[src/rtl/vga_timing_pkg.sv]
// Shared 640x480@60 timing defaults, pattern mode encoding and colour type
// for the VGA sync generator.
package vga_timing_pkg;

  localparam int DEF_H_ACTIVE = 640;
  localparam int DEF_H_FP     = 16;
  localparam int DEF_H_SYNC   = 96;
  localparam int DEF_H_BP     = 48;
  localparam int DEF_V_ACTIVE = 480;
  localparam int DEF_V_FP     = 10;
  localparam int DEF_V_SYNC   = 2;
  localparam int DEF_V_BP     = 33;
  localparam int DEF_CLK_DIV  = 2;

  localparam int H_TOTAL = DEF_H_ACTIVE + DEF_H_FP + DEF_H_SYNC + DEF_H_BP;
  localparam int V_TOTAL = DEF_V_ACTIVE + DEF_V_FP + DEF_V_SYNC + DEF_V_BP;

  localparam int CNT_W = 10;
  typedef logic [CNT_W-1:0] cnt_t;

  typedef enum logic [1:0] {
    MODE_BARS   = 2'b00,
    MODE_RAMP   = 2'b01,
    MODE_ANALOG = 2'b10,
    MODE_WHITE  = 2'b11
  } mode_e;

  typedef struct packed {
    logic [2:0] r;
    logic [2:0] g;
    logic [2:0] b;
  } rgb_t;

endpackage

[src/rtl/vga_pattern_gen.sv]
// Combinational test-pattern colour for the pixel at h_cnt; black whenever
// the pixel is outside the visible window.
module vga_pattern_gen
  import vga_timing_pkg::*;
#(
  parameter int H_ACTIVE = DEF_H_ACTIVE
) (
  input  mode_e mode,
  input  cnt_t  h_cnt,
  input  logic  visible,
  input  logic  analog_sync,
  output rgb_t  colour
);

  // Guard keeps the divisor non-zero for very narrow test builds.
  localparam int   BAR_W_I = (H_ACTIVE >= 8) ? H_ACTIVE / 8 : 1;
  localparam cnt_t BAR_W   = cnt_t'(BAR_W_I);

  logic [2:0] bar;

  assign bar = 3'(h_cnt / BAR_W);

  always_comb begin
    colour = '0;
    if (visible) begin
      case (mode)
        MODE_BARS: begin
          colour.r = {3{bar[2]}};
          colour.g = {3{bar[1]}};
          colour.b = {3{bar[0]}};
        end
        MODE_RAMP:   colour = {3{h_cnt[9:7]}};
        MODE_ANALOG: colour = {9{analog_sync}};
        default:     colour = '1;
      endcase
    end
  end

endmodule

[src/rtl/vga_sync_gen.sv]
// VGA timing generator: pixel-rate divider, h/v counters, frame-aligned mode
// latch, analog synchroniser and the registered sync/colour/coordinate outputs.
module vga_sync_gen
  import vga_timing_pkg::*;
#(
  parameter int H_ACTIVE = DEF_H_ACTIVE,
  parameter int H_FP     = DEF_H_FP,
  parameter int H_SYNC   = DEF_H_SYNC,
  parameter int H_BP     = DEF_H_BP,
  parameter int V_ACTIVE = DEF_V_ACTIVE,
  parameter int V_FP     = DEF_V_FP,
  parameter int V_SYNC   = DEF_V_SYNC,
  parameter int V_BP     = DEF_V_BP,
  parameter int CLK_DIV  = DEF_CLK_DIV,
  parameter bit SYNC_POL = 1'b0
) (
  input  logic       clk_in,
  input  logic       rst_n,
  input  logic [8:0] key,
  input  logic       analog_in,
  output logic [2:0] r_out,
  output logic [2:0] g_out,
  output logic [2:0] b_out,
  output logic       h_sync,
  output logic       v_sync,
  output logic [9:0] pix_x,
  output logic [9:0] pix_y,
  output logic       active,
  output logic       frame_start
);

  localparam int H_TOT = H_ACTIVE + H_FP + H_SYNC + H_BP;
  localparam int V_TOT = V_ACTIVE + V_FP + V_SYNC + V_BP;
  localparam int DIV_W = (CLK_DIV > 1) ? $clog2(CLK_DIV) : 1;

  generate
    if (CLK_DIV < 1 || H_TOT > 1023 || V_TOT > 1023) begin : g_bad_params
      $error("vga_sync_gen: CLK_DIV must be >= 1 and line/frame totals below 1024");
    end
  endgenerate

  localparam logic [DIV_W-1:0] DIV_LAST = DIV_W'(CLK_DIV - 1);
  localparam cnt_t H_LAST = cnt_t'(H_TOT - 1);
  localparam cnt_t H_VIS  = cnt_t'(H_ACTIVE);
  localparam cnt_t HS_BEG = cnt_t'(H_ACTIVE + H_FP);
  localparam cnt_t HS_END = cnt_t'(H_ACTIVE + H_FP + H_SYNC);
  localparam cnt_t V_LAST = cnt_t'(V_TOT - 1);
  localparam cnt_t V_VIS  = cnt_t'(V_ACTIVE);
  localparam cnt_t VS_BEG = cnt_t'(V_ACTIVE + V_FP);
  localparam cnt_t VS_END = cnt_t'(V_ACTIVE + V_FP + V_SYNC);

  logic [DIV_W-1:0] div_cnt;
  logic             pix_en;
  cnt_t             h_cnt, v_cnt;
  logic             at_origin;
  mode_e            mode_q, mode_nxt;
  logic             sync_q1, analog_sync;
  logic             h_vis, v_vis, h_sync_dec, v_sync_dec;
  rgb_t             colour;
  logic             key_unused;

  assign key_unused = ^key[8:2];

  assign pix_en     = (div_cnt == DIV_LAST);
  assign at_origin  = (h_cnt == '0) && (v_cnt == '0);
  assign h_vis      = (h_cnt < H_VIS);
  assign v_vis      = (v_cnt < V_VIS);
  assign h_sync_dec = (h_cnt >= HS_BEG) && (h_cnt < HS_END);
  assign v_sync_dec = (v_cnt >= VS_BEG) && (v_cnt < VS_END);

  // The key is taken on the very pixel that starts a frame so (0,0) already
  // shows the new pattern, and a mid-frame change never tears the picture.
  assign mode_nxt = (pix_en && at_origin) ? mode_e'(key[1:0]) : mode_q;

  always_ff @(posedge clk_in or negedge rst_n) begin
    if (!rst_n) begin
      div_cnt     <= '0;
      h_cnt       <= '0;
      v_cnt       <= '0;
      mode_q      <= MODE_BARS;
      sync_q1     <= 1'b0;
      analog_sync <= 1'b0;
    end else begin
      div_cnt     <= pix_en ? '0 : div_cnt + 1'b1;
      mode_q      <= mode_nxt;
      sync_q1     <= analog_in;
      analog_sync <= sync_q1;
      if (pix_en) begin
        if (h_cnt == H_LAST) begin
          h_cnt <= '0;
          v_cnt <= (v_cnt == V_LAST) ? '0 : v_cnt + 1'b1;
        end else begin
          h_cnt <= h_cnt + 1'b1;
        end
      end
    end
  end

  vga_pattern_gen #(
    .H_ACTIVE (H_ACTIVE)
  ) u_pattern (
    .mode        (mode_nxt),
    .h_cnt       (h_cnt),
    .visible     (h_vis && v_vis),
    .analog_sync (analog_sync),
    .colour      (colour)
  );

  // Output stage: everything reflects the counters before this pixel's increment.
  always_ff @(posedge clk_in or negedge rst_n) begin
    if (!rst_n) begin
      h_sync      <= !SYNC_POL;
      v_sync      <= !SYNC_POL;
      r_out       <= '0;
      g_out       <= '0;
      b_out       <= '0;
      active      <= 1'b0;
      pix_x       <= '0;
      pix_y       <= '0;
      frame_start <= 1'b0;
    end else begin
      frame_start <= pix_en && at_origin;
      if (pix_en) begin
        h_sync <= h_sync_dec ? SYNC_POL : !SYNC_POL;
        v_sync <= v_sync_dec ? SYNC_POL : !SYNC_POL;
        r_out  <= colour.r;
        g_out  <= colour.g;
        b_out  <= colour.b;
        active <= h_vis && v_vis;
        pix_x  <= h_cnt;
        pix_y  <= v_cnt;
      end
    end
  end

endmodule

[config.mk]
export PLATFORM = sky130hd
export DESIGN_NAME = vga_sync_gen
export DESIGN_NICKNAME = d
export VERILOG_FILES = /design/src/rtl/vga_timing_pkg.sv /design/src/rtl/vga_pattern_gen.sv /design/src/rtl/vga_sync_gen.sv
export SDC_FILE = /design/constraint.sdc
export NUM_CORES = 1
export LEC_CHECK = 0
export ABC_AREA = 0
export CORE_UTILIZATION = 50
export CTS_CLUSTER_DIAMETER = 150
export CTS_CLUSTER_SIZE = 28
export DETAILED_ROUTE_END_ITERATION = 8
export GPL_TIMING_DRIVEN = 1
export PLACE_DENSITY = 0.75
export SETUP_SLACK_MARGIN = 0.02
export SYNTH_ARGS = -nofsm -noshare
export SYNTH_HDL_FRONTEND = slang
export SYNTH_SLANG_ARGS = --single-unit
[constraint.sdc]
create_clock -name clk_in -period 4.8 [get_ports clk_in]
set_input_delay 0.48 -clock clk_in [delete_from_list [all_inputs] [get_ports clk_in]]
set_output_delay 0.48 -clock clk_in [all_outputs]
set_load 0.01 [all_outputs]
# After elaboration in Yosys (flattened, before gate mapping)
# Cells that the tools add are included.
# word_totals
ff_bits	58
latchBits	0
mem_bits_rw	0
rom_bits	0
in_bits	12
output_inout_bits	33
word_cells	46
mem_count	0
# classes
n_addsub	3
n_mul	0
div_mod_pow	1
n_lt_le_gt_ge	6
eq_ne	4
shifts	0
n_mux	8
n_bitwise	0
n_reduce_logical	9
# ops
operator	count
case mux 9 bit (3 select lines)	1
adder 10 x 1 -> 10 bit, second input constant	2
equality test 10 bit, second input constant	2
zero test 10 bit	2
< comparator 10 bit, second input constant	2
< comparator 10 x 9 -> 1 bit, second input constant	2
two-way mux 10 bit	2
divider 10 x 7 -> 10 bit, second input constant	1
>= comparator 10 bit, second input constant	1
>= comparator 10 x 9 -> 1 bit, second input constant	1
two-way mux 9 bit	1
logical AND 1 bit	5
two-way mux 1 bit	3
equality test 2 x 1 -> 1 bit, second input constant	1
equality test 2 bit, second input constant	1
zero test 2 bit	1
two-way mux 2 bit	1
AND reduction 2 bit	1
adder 1 bit, second input constant	1

# Logic depth before layout (Yosys ltp)
# Gate-level depths: netlist (run 1).
# depth
ltp_word	7
ltp_mapped	8
mapped_depth_nobuf	7

# Cells and area by module
# A second synthesis (run 1) with hierarchy kept.
# unflattened
cells_unflattened	272
hier_area_um2	2914.0
# by_module_without_submodules
module	instances	cells_each	area_per_inst_um2	seq_area_each_um2
vga_sync_gen	1	206	2534.9	1453.9
vga_pattern_gen	1	66	379.1	0.0

# Least setup slack after synthesis (run 1)
# OpenSTA, ideal clock, no wires.
# synth_timing
path_kind	reg2reg
startpoint	register v_cnt[1]
endpoint	register b_out[1]
t_arrival_ns	2.237
required_ns	4.664
path_slack_ns	2.427
path_stages_with_launch	9
synth_period_minus_slack_ns	2.373
path_cell_list	dfrtp_1 -> inv_1 -> ha_1 -> or4b_4 -> or4_4 -> buf_6 -> o21a_1 -> o221ai_2 -> nand3_1
# synth_via
elab_chain_cells	7
word_cells_on_any_way	11
# synth_lines
element	line_no	source
start, declared	vga_sync_gen.sv:54	cnt_t h_cnt, v_cnt;
start signal, assigned	vga_sync_gen.sv:91	v_cnt <= (v_cnt == V_LAST) ? '0 : v_cnt + 1'b1;
zero test 10 bit	vga_sync_gen.sv:65	assign at_origin = (h_cnt == '0) && (v_cnt == '0);
logical AND 1 bit	vga_sync_gen.sv:65	
logical AND 1 bit	vga_sync_gen.sv:73	assign mode_nxt = (pix_en && at_origin) ? mode_e'(key[1:0]) : mode_q;
two-way mux 2 bit	vga_sync_gen.sv:73	
equality test 2 bit (tied with other cells)	vga_pattern_gen.sv:26	case (mode)
case mux 9 bit (3 select lines)	vga_pattern_gen.sv:26	
two-way mux 9 bit (*)	vga_pattern_gen.sv:25	if (visible) begin
end signal, assigned	vga_sync_gen.sv:128	b_out <= colour.b;
end, declared	vga_sync_gen.sv:23	output logic [2:0] b_out,
# Every way passes the cells marked *; elsewhere a longest branch is shown, timed or not.
# A chain may end at the register's enable or synchronous reset.

# Worst setup path in the final report (run 1)
# layout_timing
startpoint	register v_cnt[1]
endpoint	register g_out[2]
# layout_via
elab_chain_cells	7
word_cells_on_any_way	11
# layout_lines
element	line_no	source
zero test 10 bit	vga_sync_gen.sv:65	
logical AND 1 bit	vga_sync_gen.sv:65	
logical AND 1 bit	vga_sync_gen.sv:73	
two-way mux 2 bit	vga_sync_gen.sv:73	
equality test 2 bit (tied with other cells)	vga_pattern_gen.sv:26	
case mux 9 bit (3 select lines)	vga_pattern_gen.sv:26	
two-way mux 9 bit (*)	vga_pattern_gen.sv:25	
end signal, assigned	vga_sync_gen.sv:127	g_out <= colour.g;
end, declared	vga_sync_gen.sv:22	output logic [2:0] g_out,
# Marked as above.

==> results of run 1 <==
## per-stage QoR
stage / worst slack, ns / hold WS, ns
after detailed placement: 2.27 / 0.339
after CTS: 2.27 / 0.311
after floorplan: 2.43 / 0.184
final: 2.26 / 0.284
after global routing: 2.13 / 0.361
after global placement: 2.31 / 0.333
## power by group through the flow
stage	logic [µW]	registers, µW	clock network [µW]
CTS	34.7	499	457
floorplan	7.56	510	0
finish	33.7	499	452
global placement	34.1	508	0
global route	38.0	500	481
detailed placement	34.6	508	0
## cells in the final DEF (no fill, tap or decap), drive strengths merged, types with 3 or more instances in the layout
cell and n:
ha 4, inv 11, dfrtp 56, or2 3, mux2 20, xnor2 10
clkdlybuf4s50 36, o21bai 3, nand2b 3, nor4b 3, buf 4, nand3 16
o22ai 5, clkbuf 13, xor2 5, o21ai 13, nand2 21, o21a 4
a21oi 5, nor3 5, nor2 15, nand4 7
## logic make-up (layout without fill, tap and decap cells)
kind of cell | Yosys count | in the layout | share of synthesized area [%]
AOI/OAI and AO/OA | 45 | 45 | 11.2
muxes | 21 | 21 | 8.53
adders and majority gates | 4 | 4 | 1.81
buffers and inverters | 24 | 67 | 3.54
xor gates and xnor gates | 15 | 15 | 4.76
and+or+nand+nor | 89 | 89 | 17.5
DFF | 58 | 58 | 52.7
## cell type report
| class | instances | area (µm²) | area share [%] |
|---|---|---|---|
| multi-input combinational | 174 | 1210 | 35.8 |
| sequential | 58 | 1450 | 43.1 |
| clock inverter | 3 | 40.0 | 1.19 |
| clock buffer | 13 | 159 | 4.71 |
| tap | 70 | 87.6 | 2.59 |
| inverter | 11 | 41.3 | 1.22 |
| timing repair buffer | 40 | 388 | 11.5 |
## flip-flops by register name, summed over array words and instances, names as in the netlist, 2 cells and up
register,count
b_out,3
g_out,3
h_cnt,10
mode_q,2
pix_x,10
pix_y,10
r_out,3
v_cnt,10
## worst max-delay path: stages (launching register included)
cell      delay (ns)
dfrtp_1         0.45
inv_1           0.10
ha_1            0.15
or4b_4          0.47
or4_4           0.58
o21a_1          0.27
o21bai_1        0.27
nand3_1         0.11
## synthesized netlist by cell type, drive strengths merged, types with 2 or more instances
library cell / instances
dfstp: 2
ha: 4
nand3: 16
nor2: 15
mux2: 20
o21bai: 3
xnor2: 10
nor4b: 3
nor4: 2
o211ai: 2
a31oi: 2
nand2b: 3
nand2: 21
inv: 11
and3: 2
or4b: 2
nor2b: 2
nor3: 5
o32a: 2
buf: 5
o21ai: 13
a21oi: 5
or2: 3
o21a: 4
o22ai: 5
a21o: 2
clkbuf: 8
dfrtp: 56
nor3b: 2
o32ai: 2
nand4: 7
xor2: 5
## metal layers
metal	routed length [µm]	global-route usage, %	up-vias
li1	-	-	995
met2	2490	32.6	42
met4	91	10.4	0
met3	207	3.59	7
met5	0	0	-
met1	2580	27.6	992
## worst max path at each step
stage               slack, ns  startpoint  cells past startpoint        to
floorplan                2.43    v_cnt[1]                      8  b_out[1]
global placement         2.31    v_cnt[1]                      7  g_out[0]
detailed placement       2.27    v_cnt[1]                      7  g_out[2]
CTS                      2.27    v_cnt[1]                      7  b_out[1]
global route             2.13    v_cnt[1]                      7  g_out[2]
finish                   2.26    v_cnt[1]                      7  g_out[2]
==> results_dict.tcl, run 1 <==
set metrics [dict create \
    r2r_cells 7 \
    ctsResizeCount 0 \
    setup_viol_count_final 0 \
    wl_per_cell_um 14.5 \
    initial_utilization_pct 53.0 \
    p_leak_uw 0.00147 \
    max-cap-violations 0 \
    worst_pin_slew_ns 0.708 \
    overflow 0 \
    antenna_found_initial 0 \
    status "finished, final reports clean" \
    rows 26 \
    die_y_um 76.3 \
    final_area_um2 3380 \
    p_switching_uw 208 \
    dp_hpwl_mm 3.52 \
    grt_pass1_vias 2029 \
    worstReg2RegEnd "g_out[2]" \
    drive_above_1_share_pct 16.1 \
    tritoncts "done" \
    grt_usage_pct 20.7 \
    netlist-cell-type-count 47 \
    finalSetupTns_ns 0 \
    cp.arrival_ns 2.74 \
    synth_area_leaders "dfrtp_1 (51%), mux2_2 (8.2%), xnor2_1 (3.2%)" \
    crit_path_end_kind "flip-flop" \
    clock_skew_ns 0.00942 \
    post-route-period-util_pct 52.9 \
    synth_largest_area_cell "dfrtp_1" \
    cts_inserted_buffers 9 \
    fin_cells 369 \
    holdBufCountCts 0 \
    vias 2036 \
    period_minus_slack_ns 2.54 \
    pwr-share-seq_pct 50.7 \
    dr.first_iter.drc_count 92 \
    clk_path_buf_depth 2 \
    power_frac_clock_pct 45.9 \
    syn_to_final_growth_pct 22.4 \
    grt_setup_unrepaired "false" \
    insertion_delay_ns 0.33 \
    syn_nets 272 \
    clock.fmax_mhz 394 \
    dp.cells 353 \
    clk_pin_slew_ns 0.07 \
    postSynthAreaPerCell_um2 10.8 \
    total_power_uw 985 \
    worst_hold_path_type "input port to async pin" \
    postRouteAntennaNets 0 \
    drt_pass1_iterations 6 \
    routed_wl_mm 5.36 \
    internal-power_uw 778 \
    rr_startpoint "v_cnt[1]" \
    yosysSeqAreaShare_pct 52.7 \
    post_cts_buffers 0 \
    core-area_um2 5200 \
    port_buffers 37 \
    synth_cells 256 \
    avgViaCountPerCell 5.52 \
    place_congestion 0.889 \
    reg2reg_slack_ns 2.26 \
    syn_area_um2 2760 \
    combPwrFrac_pct 3.4 \
    postPlaceCellArea_um2 3180 \
    peakVddDrop_uv 200 \
    synth_edf_count 0 \
    finish.utilization_pct 64.9 \
    n_antenna_cell 0 \
    fill_cells 439 \
    h-tree-depth 3 \
    die_width_um 76.3 \
    crit_type "flip-flop to flip-flop" \
    cts_sinks 58 \
    synth_top_area_share_pct 50.8 \
    critical_path_required_ns 5.00 \
    swShare_pct 21.1 \
    p_per_area_nw_per_um2 292 \
    cts_root_buf "clkbuf_8" \
    start_kind "flip-flop" \
    synthFlopType "dfrtp_1" \
    fin_nets 310 \
    synthArstFlopShare_pct 100 \
    num_io_pins 45 \
    report.final.slew_viol_count 0 \
    grt_first_pass_wirelength_mm 9.40 \
    slew_headroom_pct 52.8 \
    post-route-drc-count 0 \
    dieArea_um2 5820 \
    ys_ff_latch 58 \
    hold_violations 0 \
    grt_max_degree 59 \
    worst-path-max-fanout 8 \
    yosys_warnings 0 \
]
Note: power is estimated with default switching activity, not from simulation.
==> run 2: changes to the inputs <==
- clock period: 4.8 -> 2.49 ns (I/O delays scaled with it)
==> run 2 against run 1 <==
  * Non-clock buffer count is 11 higher
  * Routed wire length is 9.5% higher
  * Critical path type unchanged
  * Clock skew about the same
  * Clock-buffer cell count increased by 1
  * Register-to-register slack got worse by 2.2 ns
  * Die area is the same
  * Clock power increased by 99%
  * Setup slack lost 2.2 ns
  * Power up 97%
==> results_dict.tcl, run 2 (synthesized netlist as in run 1, its figures left out) <==
set metrics [dict create \
    status "finished, final reports clean" \
    rr_startpoint "h_cnt[1]" \
    clock_skew_ns 0.00950 \
    start_kind "flip-flop" \
    p_per_area_nw_per_um2 543 \
    finalWorstSetupSlack_ns 0.0967 \
    hold_violations 0 \
    dp_hpwl_mm 3.74 \
    layout_common_cells "dfrtp_1 (56), clkdlybuf4s50_1 (36), nand2_1 (21)" \
    finish.utilization_pct 68.5 \
    dieArea_um2 5820 \
    num_io_pins 45 \
    vias 2102 \
    wl_per_cell_um 15.4 \
    overflow 0 \
    place_congestion 0.907 \
    n_antenna_cell 0 \
    critPathLaunch "h_cnt[1]" \
    crit_path_end_kind "flip-flop" \
    grt_pass1_vias 2012 \
    clk_path_buf_depth 2 \
    max-cap-violations 0 \
    pre_cts_ws_ns 0.0572 \
    port_buffers 37 \
    initial_utilization_pct 53.0 \
    clock.fmax_mhz 418 \
    slew_headroom_pct 53.4 \
    post-route-period-util_pct 96.1 \
    combPwrFrac_pct 3.9 \
    p_switching_uw 403 \
    syn_to_final_growth_pct 29.3 \
    cts_root_buf "clkbuf_8" \
    grt_use_met1_pct 28.1 \
    rows 26 \
    worst_pin_slew_ns 0.698 \
    postRouteAntennaNets 0 \
    multi_input_area_um2 1310 \
    insertion_delay_ns 0.34 \
    core-area_um2 5200 \
    dr.first_iter.drc_count 164 \
    drive_above_1_share_pct 21.9 \
    swShare_pct 20.8 \
    pwr-share-seq_pct 49.7 \
    fin_nets 321 \
    use_met3_pct 4.67 \
    period_minus_slack_ns 2.39 \
    worst-path-max-fanout 8 \
    postPlaceCellArea_um2 3250 \
    drt_pass1_iterations 4 \
    tritoncts "done" \
    p_leak_uw 0.00155 \
    critical_path_required_ns 2.71 \
    grt_max_degree 59 \
    holdBufCountCts 0 \
    grt_use_met2_pct 34.1 \
    die_width_um 76.3 \
    report.final.slew_viol_count 0 \
    worst_hold_path_type "input port to async pin" \
    cp.arrival_ns 2.62 \
    routed_wl_mm 5.87 \
    final_area_um2 3570 \
    whs_ns 0.0439 \
    final_common_cell "dfrtp_1" \
    antenna_found_initial 0 \
    internal-power_uw 1530 \
    finalSetupTns_ns 0 \
    seqCellArea_um2 1450 \
    grt_setup_unrepaired "false" \
    setup_viol_count_final 0 \
    peakVddDrop_uv 440 \
    post-route-drc-count 0 \
    top_usage_layer "met2" \
    die_y_um 76.3 \
    crit_type "flip-flop to flip-flop" \
    cts_inserted_buffers 9 \
    power_frac_clock_pct 46.4 \
    h-tree-depth 3 \
    grt_first_pass_wirelength_mm 9.63 \
    avgViaCountPerCell 5.53 \
    fill_cells 399 \
    grt_usage_pct 21.4 \
    clk_pin_slew_ns 0.07 \
    cts_sinks 58 \
]
## run 2: cell types whose count changed in the layout (fill, tap and decap cells not counted), sizes merged
cell,before,now
clkbuf,13,14
clkinv,2,1
buf,4,15
## run 2: path summary, 6_finish.rpt
kind / to / cells past startpoint / slack (ns)
min in group clk_in: sync_q1 / 1 / 0.35
hold reg to reg: analog_sync / 0 / 0.35
setup reg to reg: mode_q[1] / 6 / 0.1
setup / recovery: mode_q[1] / 6 / 0.1
max in group asynchronous: v_cnt[3] / 2 / 1.98
hold / removal: h_cnt[6] / 2 / 0.04
## run 2: critical path: stages (launching register included)
cell     delay (ns)
dfrtp_1        0.39
inv_1          0.08
ha_1           0.15
or4b_4         0.46
or4_4          0.60
o21a_2         0.31
or2_2          0.30
## run 2: layer usage
layer	routed length (µm)	up-vias
met2	2870	43
met4	112	0
met5	0	-
met1	2680	1023
met3	203	13
li1	-	1023
## run 2: per-stage QoR
| stage | instances | total power (µW) |
|---|---|---|
| 2_1_floorplan | 256 | 998 |
| 3_3_place_gp | 363 | 1040 |
| 5_1_grt | 380 | 2000 |
| 4_1_cts | 379 | 1940 |
| 3_5_place_dp | 363 | 1050 |
| 6_report | 380 | 1940 |
## run 2: cell type report
| class | count | share of cell area (%) |
|---|---|---|
| Clock buffer | 14 | 4.84 |
| Clock inverter | 2 | 0.982 |
| Inverter | 11 | 1.16 |
| Multi-Input combinational cell | 174 | 36.6 |
| Sequential cell | 58 | 40.8 |
| Tap cell | 70 | 2.46 |
| Timing Repair Buffer | 51 | 13.2 |
## run 2: power by group through the flow
stage	registers, µW	logic, µW	clock network (µW)
final	962	75.3	899
after global routing	963	84.2	952
after CTS	962	66.8	912
after detailed placement	979	66.6	0
after global placement	979	65.5	0
after floorplan	983	14.6	0
## run 2: timing repair
action                                  CTS  global route
endpoints found under the setup margin    0             9
gates resized for setup                   0            16
endpoints found under the hold margin     0             0
setup buffers                             0             1
==> run 3: changes to the inputs <==
- CORE_UTILIZATION: 50 -> 48
- PLACE_DENSITY: 0.75 -> 0.76
- SLEW_MARGIN: not set -> 10
- clock period: 2.49 -> 2.09 ns (I/O delays scaled with it)
==> run 3 against run 2 <==
  * The run now ends with setup timing left
  * Clock power increased by 9.8%
  * Sequential power increased by 20%
  * Via count increased by 11%
  * First-iteration DRC count increased by 33%
  * Final cell count increased by 8.9%
  * Non-clock buffer count increased by 32
  * Flip-flop and latch count unchanged
  * Register-to-register slack got worse by 0.35 ns
  * Design area increased by 9.3%
  * Die area increased by 4.1%
  * Utilization increased by 2.3 points
  * Critical path type unchanged
==> results_dict.tcl, run 3 (synthesized netlist as in run 1, its figures left out) <==
set metrics [dict create \
    wl_per_cell_um 15.8 \
    report.final.slew_viol_count 0 \
    layout_common_cells "dfrtp_1 (56), buf_4 (44), clkdlybuf4s50_1 (36)" \
    crit_path_end_kind "flip-flop" \
    crit_type "flip-flop to flip-flop" \
    dp_hpwl_mm 4.15 \
    max-cap-violations 0 \
    dieArea_um2 6060 \
    p_per_area_nw_per_um2 572 \
    routed_wl_mm 6.52 \
    clk_pin_slew_ns 0.07 \
    drt_pass1_iterations 4 \
    core-area_um2 5510 \
    clk_path_buf_depth 2 \
    final_common_cell "dfrtp_1" \
    die_y_um 77.8 \
    grt_max_degree 59 \
    fill_cells 371 \
    finalWorstSetupSlack_ns -0.258 \
    violations "setup timing" \
    setup_viol_count_final 12 \
    h-tree-depth 3 \
    worst_hold_path_type "input port to flip-flop" \
    cp.arrival_ns 2.57 \
    fin_nets 353 \
    antenna_found_initial 0 \
    tritoncts "done" \
    die_width_um 77.8 \
    insertion_delay_ns 0.34 \
    peakVddDrop_uv 438 \
    syn_to_final_growth_pct 41.3 \
    initial_utilization_pct 50.1 \
    worst_pin_slew_ns 0.534 \
    num_io_pins 45 \
    place_congestion 0.851 \
    dp.cells 384 \
    status "finished with violations" \
    worst-path-max-fanout 7 \
    vias 2324 \
    grt_usage_pct 22.6 \
    dr.first_iter.drc_count 218 \
    pre_cts_ws_ns -0.245 \
    finalSetupTns_ns -2.19 \
    fin_cells 414 \
    post-route-period-util_pct 112 \
    grt_pass1_vias 2248 \
    clock.fmax_mhz 426 \
    finish.utilization_pct 70.8 \
    postRouteAntennaNets 0 \
    slew_headroom_pct 64.1 \
    avgViaCountPerCell 5.61 \
    rows 27 \
    grt_setup_unrepaired "true" \
    start_kind "flip-flop" \
    cts_root_buf "clkbuf_8" \
    port_buffers 37 \
    drive_above_1_share_pct 33.6 \
    grt_first_pass_wirelength_mm 10.4 \
    period_minus_slack_ns 2.35 \
    p_leak_uw 0.00171 \
    cts_sinks 58 \
    n_antenna_cell 0 \
    clock_skew_ns 0.00917 \
    overflow 0 \
    post-route-drc-count 0 \
    critical_path_required_ns 2.31 \
    hold_violations 0 \
    cts_inserted_buffers 9 \
]
-- run 3: final cells by class --
type	instances	area, µm²	area share [%]
Tap cell	72	90.1	2.31
Clock buffer	10	128	3.27
Sequential cell	58	1450	37.3
Multi-Input combinational cell	174	1400	36.0
Timing Repair Buffer	83	726	18.6
Clock inverter	6	57.6	1.48
Inverter	11	41.3	1.06
-- run 3: report_power, final --
part	switching [µW]	leakage, µW	internal (µW)
clock network	446	0.0000958	541
registers	8.78	0.000744	1140
logic	50.2	0.000873	48.0
total	505	0.00171	1730
-- run 3: critical path: stages, from the launching register on --
cell and delay [ns]:
dfrtp_1 0.39, inv_2 0.08, ha_4 0.12, or4b_4 0.45
or4_4 0.56, buf_4 0.19, nor2_4 0.13, mux2_4 0.31
-- run 3: path summary, 6_finish.rpt --
path / startpoint / to / cells after the start / slack (ns)
max: h_cnt[1] / mode_q[0] / 7 / -0.26
min: analog_in / sync_q1 / 1 / 0.31
max reg2reg: h_cnt[1] / mode_q[0] / 7 / -0.26
min reg2reg: sync_q1 / analog_sync / 0 / 0.37
max in group asynchronous: rst_n / v_sync / 3 / 1.40
min in group asynchronous: rst_n / pix_x[5] / 3 / 0.39
-- run 3: what timing repair did --
action | CTS | global route
pin swaps | 9 | 7
gates cloned | 0 | 1
endpoints found under the setup margin | 11 | 20
resized for setup | 23 | 10
setup buffers | 4 | 10
hold endpoints to repair | 56 | 0
hold buffers | 1 | 0
-- run 3: metrics by stage --
stage	total power, µW	hold WS (ns)	cell area [µm²]
6_report	2230	0.312	3900
3_5_place_dp	1250	0.237	3450
4_1_cts	2250	0.297	3780
2_1_floorplan	1190	-0.0866	2790
3_3_place_gp	1250	0.235	3450
5_1_grt	2310	0.318	3900
-- run 3: routing by layer --
layer | global-route usage [%] | vias up | routed length (µm)
li1 | - | 1082 | -
met1 | 27.4 | 1153 | 2750
met2 | 37.0 | 74 | 3360
met3 | 6.35 | 15 | 268
met4 | 10.6 | 0 | 145
met5 | 0 | - | 0
